`config.mk`:
```
export PLATFORM = sky130hd
export DESIGN_NAME = if_id_queue_flat
export DESIGN_NICKNAME = d
export VERILOG_FILES = /design/src/rtl/if_id_queue_if.sv /design/src/rtl/if_id_queue.sv /design/src/flat_wrapper.sv
export SDC_FILE = /design/constraint.sdc
export NUM_CORES = 1
export LEC_CHECK = 0
export ABC_AREA = 1
export BUFFER_PORTS_ARGS = -buffer_cell sky130_fd_sc_hd__buf_2
export CORE_UTILIZATION = 30
export CTS_CLUSTER_SIZE = 28
export DETAILED_ROUTE_END_ITERATION = 7
export PLACE_DENSITY_LB_ADDON = 0.25
export SLEW_MARGIN = 10
export SYNTH_ARGS = -nofsm -noshare
export SYNTH_HDL_FRONTEND = slang
export SYNTH_SLANG_ARGS = --single-unit
```
`constraint.sdc`:
```
create_clock -name clk -period 4.1 [get_ports clk]
set_clock_uncertainty 0.2 [all_clocks]
set_input_delay 0.41 -clock clk [delete_from_list [all_inputs] [get_ports clk]]
set_output_delay 0.41 -clock clk [all_outputs]
set_load 0.02 [all_outputs]
```
`src/rtl/if_id_queue_if.sv`:
```
// -----------------------------------------------------------------------------
// if_id_queue_if
// Bundles the fetch-side and decode-side signals of the IF/ID instruction
// queue so the queue and its neighbours connect through one port.
//
// Signals:
//   stall[5:0]   pipeline stall vector (queue uses bit 2, ID stall)
//   flush        branch taken in ID, discard queued and in-flight fetches
//   if_valid     fetch word on if_pc/if_inst is valid this cycle
//   if_pc        address of the fetched instruction
//   if_inst      fetched instruction word
//   id_pc        registered PC presented to ID
//   id_inst      registered instruction presented to ID
//   id_valid     id_pc/id_inst hold a real instruction (0 = bubble)
//   stallreq_if  queue full, upstream must hold the PC
//   level        current entry count, 0..DEPTH
//
// Modports:
//   master  pipeline side: drives stall/flush/fetch, observes ID outputs
//   slave   the queue itself
// -----------------------------------------------------------------------------
interface if_id_queue_if #(
    parameter int AW = 2
);
    logic [5:0]  stall;
    logic        flush;
    logic        if_valid;
    logic [31:0] if_pc;
    logic [31:0] if_inst;
    logic [31:0] id_pc;
    logic [31:0] id_inst;
    logic        id_valid;
    logic        stallreq_if;
    logic [AW:0] level;

    modport master (
        output stall, flush, if_valid, if_pc, if_inst,
        input  id_pc, id_inst, id_valid, stallreq_if, level
    );

    modport slave (
        input  stall, flush, if_valid, if_pc, if_inst,
        output id_pc, id_inst, id_valid, stallreq_if, level
    );
endinterface

```
`src/rtl/if_id_queue.sv`:
```
// -----------------------------------------------------------------------------
// if_id_queue
// Decoupling queue between instruction fetch and decode. Fetched {pc, inst}
// pairs are held in a circular FIFO; the head is moved into the ID registers
// whenever ID is not stalled. An empty queue presents a bubble to ID.
//
// Parameters:
//   DEPTH  queue entries (power of two, >= 2)
//   AW     pointer width, log2(DEPTH)
//
// Ports:
//   clk    clock, rising edge
//   rst_n  synchronous active-low reset
//   bus    if_id_queue_if.slave (stall, flush, fetch inputs; ID outputs,
//          stallreq_if, level)
//
// Build option:
//   IFQ_BYPASS_EN  when defined, a fetch arriving while the queue is empty
//                  and ID is consuming goes straight to the ID registers,
//                  saving one cycle of latency.
// -----------------------------------------------------------------------------
module if_id_queue #(
    parameter int DEPTH = 4,
    parameter int AW    = 2
) (
    input  logic          clk,
    input  logic          rst_n,
    if_id_queue_if.slave  bus
);
    localparam logic [AW:0] FULL_CNT = (AW + 1)'(DEPTH);

    // Entry storage; not reset, contents only matter behind the pointers.
    logic [31:0] mem_pc   [DEPTH];
    logic [31:0] mem_inst [DEPTH];

    logic [AW-1:0] rptr_q, rptr_d;
    logic [AW-1:0] wptr_q, wptr_d;
    logic [AW:0]   count_q, count_d;
    logic [31:0]   id_pc_q, id_pc_d;
    logic [31:0]   id_inst_q, id_inst_d;
    logic          id_valid_q, id_valid_d;

    logic consume;
    logic empty;
    logic full;
    logic pop;
    logic push;
    logic bypass;
    logic push_en;

    // Only the ID stall bit matters here; fold the rest so they are
    // visibly intentionally ignored.
    logic unused_stall;
    assign unused_stall = ^{bus.stall[5:3], bus.stall[1:0]};

    assign consume = ~bus.stall[2];
    assign empty   = (count_q == '0);
    assign full    = (count_q == FULL_CNT);
    assign pop     = consume && !empty;
    // A full queue can still accept a word in the same cycle it pops one.
    assign push    = bus.if_valid && !bus.flush && (!full || pop);

`ifdef IFQ_BYPASS_EN
    assign bypass  = empty && consume && bus.if_valid && !bus.flush;
`else
    assign bypass  = 1'b0;
`endif

    // A bypassed word goes straight to ID and never occupies an entry.
    assign push_en = push && !bypass;

    always_comb begin
        rptr_d     = rptr_q;
        wptr_d     = wptr_q;
        count_d    = count_q;
        id_pc_d    = id_pc_q;
        id_inst_d  = id_inst_q;
        id_valid_d = id_valid_q;

        if (bus.flush) begin
            rptr_d     = '0;
            wptr_d     = '0;
            count_d    = '0;
            id_pc_d    = '0;
            id_inst_d  = '0;
            id_valid_d = 1'b0;
        end else begin
            if (push_en) begin
                wptr_d = wptr_q + 1'b1;
            end

            if (pop) begin
                rptr_d     = rptr_q + 1'b1;
                id_pc_d    = mem_pc[rptr_q];
                id_inst_d  = mem_inst[rptr_q];
                id_valid_d = 1'b1;
            end else if (bypass) begin
                id_pc_d    = bus.if_pc;
                id_inst_d  = bus.if_inst;
                id_valid_d = 1'b1;
            end else if (consume) begin
                // ID advanced but nothing to give it: bubble.
                id_pc_d    = '0;
                id_inst_d  = '0;
                id_valid_d = 1'b0;
            end

            case ({push_en, pop})
                2'b10:   count_d = count_q + 1'b1;
                2'b01:   count_d = count_q - 1'b1;
                default: count_d = count_q;
            endcase
        end
    end

    always_ff @(posedge clk) begin
        if (!rst_n) begin
            rptr_q     <= '0;
            wptr_q     <= '0;
            count_q    <= '0;
            id_pc_q    <= '0;
            id_inst_q  <= '0;
            id_valid_q <= 1'b0;
        end else begin
            rptr_q     <= rptr_d;
            wptr_q     <= wptr_d;
            count_q    <= count_d;
            id_pc_q    <= id_pc_d;
            id_inst_q  <= id_inst_d;
            id_valid_q <= id_valid_d;
        end
    end

    // Reset also blocks the write so an in-flight fetch leaves no trace.
    always_ff @(posedge clk) begin
        if (rst_n && push_en) begin
            mem_pc[wptr_q]   <= bus.if_pc;
            mem_inst[wptr_q] <= bus.if_inst;
        end
    end

    assign bus.id_pc       = id_pc_q;
    assign bus.id_inst     = id_inst_q;
    assign bus.id_valid    = id_valid_q;
    assign bus.level       = count_q;
    assign bus.stallreq_if = full;

endmodule
```
`src/flat_wrapper.sv`:
```
// flat-port wrapper written by rule: the top's interface ports become plain ports
module if_id_queue_flat 
#(
    parameter int DEPTH = 4,
    parameter int AW    = 2
)
  (clk, rst_n, bus_stall, bus_flush, bus_if_valid, bus_if_pc, bus_if_inst, bus_id_pc, bus_id_inst, bus_id_valid, bus_stallreq_if, bus_level);
  if_id_queue_if #(.AW(AW)) bus_i ();
  input  logic clk;
  input  logic rst_n;
  input wire logic [$bits(bus_i.stall)-1:0] bus_stall;
  input wire logic [$bits(bus_i.flush)-1:0] bus_flush;
  input wire logic [$bits(bus_i.if_valid)-1:0] bus_if_valid;
  input wire logic [$bits(bus_i.if_pc)-1:0] bus_if_pc;
  input wire logic [$bits(bus_i.if_inst)-1:0] bus_if_inst;
  output wire logic [$bits(bus_i.id_pc)-1:0] bus_id_pc;
  output wire logic [$bits(bus_i.id_inst)-1:0] bus_id_inst;
  output wire logic [$bits(bus_i.id_valid)-1:0] bus_id_valid;
  output wire logic [$bits(bus_i.stallreq_if)-1:0] bus_stallreq_if;
  output wire logic [$bits(bus_i.level)-1:0] bus_level;
  assign bus_i.stall = bus_stall;
  assign bus_i.flush = bus_flush;
  assign bus_i.if_valid = bus_if_valid;
  assign bus_i.if_pc = bus_if_pc;
  assign bus_i.if_inst = bus_if_inst;
  assign bus_id_pc = bus_i.id_pc;
  assign bus_id_inst = bus_i.id_inst;
  assign bus_id_valid = bus_i.id_valid;
  assign bus_stallreq_if = bus_i.stallreq_if;
  assign bus_level = bus_i.level;
  if_id_queue #(.DEPTH(DEPTH), .AW(AW)) u_core (.clk(clk), .rst_n(rst_n), .bus(bus_i));
endmodule
```
==> impl_metrics.py <==
metrics = {
    "outcome": {
        "run_status": "finished, final reports clean",
    },
    "power": {
        "finalPower_w": 0.00724,
        "power.density_cell_area_mw_per_mm2": 435,
        "worst_ir_drop_vdd_mv": 0.215,
        "static-leakage-power_nw": 7.23,
    },
    "final_layout": {
        "multi_input_comb_area_mm2": 0.00300,
        "stdcell_count": 2170,
        "area_growth_syn_to_layout_pct": 23.2,
        "fillers": 4424,
        "final_layout_size_suffix_gt1_share_pct": 15.2,
        "layout.nets": 1628,
        "register_area_mm2": 0.00918,
    },
    "clock_tree": {
        "h-tree-depth": 2,
        "worst_setup_hold_path_clk_slew_ps": 60,
        "tritoncts": "done",
        "tritoncts_num_sinks": 330,
        "number_of_buffers_inserted_during_clock_tree_synthesis": 38,
        "ctsResizeCount": 0,
        "clk_latency_ps": 550,
        "cts_max_path_buffers": 3,
        "clock_tree.root_cell": "clkbuf_16",
        "cts_hold_buffers": 65,
        "cts.repair_timing.setup_buffer_count": 0,
    },
    "route": {
        "drc": 0,
        "detail-route-antenna-nets": 0,
        "finalWirelength_mm": 31.3,
        "dr.first_iter.drc_count": 476,
        "routed_via_density": 4.14,
        "detail_route.first_pass.iterations": 5,
        "avgRoutedWirePerCell_um": 14.4,
        "vias": 8994,
    },
    "critical_path": {
        "crit_chain": "dlygate4sd3_1, buf_2, inv_1, nand2_4, inv_1, nand2_1, nor2_4, buf_4",
        "crit_path_end_kind": "flop",
        "worst_path_max_delay_cell": "buf_4",
        "cpMostUsedCell": "inv_1",
        "setup.worst_path.start_class": "input pin",
        "critPathArrivalTime_ps": 2470,
        "worstPathMaxFanout": 46,
        "timing.critical_path.required_ps": 4050,
        "worstSetupPathType": "in2reg",
        "critical-path-max-stage-delay_ps": 640,
    },
    "global_routing": {
        "initial_antenna_violation_count": 3,
        "overflow_after_grt": 0,
        "grt_max_degree": 89,
        "grt_first_pass_wirelength_mm": 49.7,
        "gr-usage-all-layers_pct": 14.0,
        "first_global_vias": 8822,
    },
    "timing": {
        "finalHoldViolations": 0,
        "fmax_ghz": 0.398,
        "period_needed_ps": 2520,
        "timing_worst_slew_pin_value_ps": 1090,
        "finalSetupViolCount": 0,
        "min_period_over_period_pct": 61.3,
        "setup_total_negative_slack_ps": 0,
        "slew_headroom_pct": 27.5,
        "final_max_slew_viol_count": 0,
        "unrepaired_setup_endpoints_after_global_routing": "false",
    },
    "floorplanning": {
        "dieArea_mm2": 0.0459,
        "fp_rows": 77,
        "die_height_um": 214,
        "initial_utilization_pct": 30.5,
        "die-width_um": 214,
        "design.portCount": 143,
        "core-area_mm2": 0.0443,
    },
    "yosys": {
        "yosys_register_bits": 330,
        "asyncSetResetFlopFracSynth_pct": 0,
        "yosys_most_used_dff": "edfxtp_1",
        "number_of_warnings_printed_during_yosys_synthesis": 0,
        "ys_seq_area_share_pct": 67.9,
        "synth_cells": 1353,
        "synthesized_net_count": 1433,
        "netlist_area_mm2": 0.0135,
        "avgSynthCellArea_um2": 9.99,
        "synth_edf_count": 256,
        "yosysUniqueCellTypes": 22,
    },
    "placement": {
        "place.gp.congestion": 0.702,
        "detailed_place_hpwl_mm": 16.9,
        "post-place-cells": 2035,
        "port_buffers": 137,
    },
    "min_path": {
        "hp-class": "in2reg",
    },
    "flow_run": {
        "drv_cap": 0,
    },
}
[sequential cells by signal, indices dropped and copies added (netlist names), named ones only]
signal	cells
u_core.bus.id_inst	32
u_core.bus.id_pc	32
u_core.bus.id_valid	1
u_core.bus.level	3
u_core.mem_inst	128
u_core.mem_pc	128
u_core.rptr_q	2
u_core.wptr_q	2
[routing by layer]
| metal | global-route usage (%) | vias to the layer above | routed length [um] |
|---|---|---|---|
| li1 | - | 4626 | - |
| met1 | 18.4 | 4173 | 14800 |
| met2 | 22.6 | 152 | 14300 |
| met3 | 3.77 | 41 | 1520 |
| met4 | 3.83 | 2 | 612 |
| met5 | 0 | - | 13 |
[cell type report]
class / count / share of cell area [%]
diodes: 2 / 0.0301
clock buffers: 49 / 6.39
clock inverters: 19 / 0.849
inverters: 277 / 6.26
multi-input cells: 684 / 18.0
flip-flops and latches: 330 / 55.1
well taps: 592 / 4.45
repair buffers: 217 / 8.85
[cell families after synthesis]
| kind of cell | count (synthesis) | share of synthesized area, % |
|---|---|---|
| AND/OR/NAND/NOR | 600 | 18.1 |
| flip-flops | 330 | 67.9 |
| buffers and inverters | 339 | 10.2 |
| XOR/XNOR | 1 | 0.0648 |
| AO/OA/AOI/OAI | 77 | 3.13 |
| adder cells (fa/ha/maj) | 6 | 0.611 |
[where the power goes]
group | switching [W] | internal (W)
registers | 0.0000151 | 0.00364
logic | 0.000202 | 0.000119
clock network | 0.00132 | 0.00195
[Yosys cell counts, types with 2 or more instances]
| library cell | number | area [um^2] |
|---|---|---|
| nor2_1 | 8 | 30.0 |
| nand2_1 | 448 | 1680 |
| dfxtp_1 | 74 | 1480 |
| nand3_1 | 131 | 656 |
| edfxtp_1 | 256 | 7690 |
| clkbuf_1 | 15 | 56.3 |
| buf_6 | 5 | 56.3 |
| ha_1 | 5 | 62.6 |
| nand2_2 | 11 | 68.8 |
| buf_2 | 38 | 190 |
| a21oi_1 | 62 | 310 |
| a21oi_2 | 10 | 87.6 |
| inv_2 | 3 | 11.3 |
| inv_1 | 274 | 1030 |
| o21ai_0 | 5 | 25.0 |
| buf_4 | 2 | 15.0 |
[layout by cell type (no fill, tap or decap), drive strengths merged]
cell type	count
inv	279
dfxtp	74
fa	1
nor2	8
nand3	131
xor2	1
edfxtp	256
o21ai	5
dlygate4sd3	65
nor3	1
bufinv	2
buf	152
a21oi	72
nand2	460
clkbuf	49
diode	2
clkinv	15
ha	5
[final timing paths]
| check | from | endpoint | slack [ps] | cells past startpoint |
|---|---|---|---|---|
| worst max-delay path | bus_flush | u_core.mem_inst[2][9] | 1580 | 8 |
| worst min register to register | u_core.bus.id_pc[15] | u_core.bus.id_pc[15] | 250 | 2 |
| worst max register to register | flop | u_core.bus.id_pc[9] | 1600 | 6 |
| worst min-delay path | bus_if_valid | u_core.wptr_q[0] | 40 | 4 |
[critical path: cells and delay by family]
| kind | cells | cell delay (ps) |
|---|---|---|
| buffers and inverters | 5 | 1550 |
| AND/OR/NAND/NOR | 3 | 480 |
[metrics by stage]
stage / util [%] / hold slack [ps] / setup WS, ps / instance area, um^2
after floorplan: - / 269 / -161 / 13500
after CTS: 37.6 / 7.11 / 1530 / 16600
after global routing: 37.6 / 69.9 / 1370 / 16600
final: 37.6 / 40.0 / 1580 / 16600
after global placement: 33.4 / 241 / 1350 / 14800
after detailed placement: 33.4 / 244 / 1320 / 14800
Note: power is estimated with default switching activity, not from simulation.
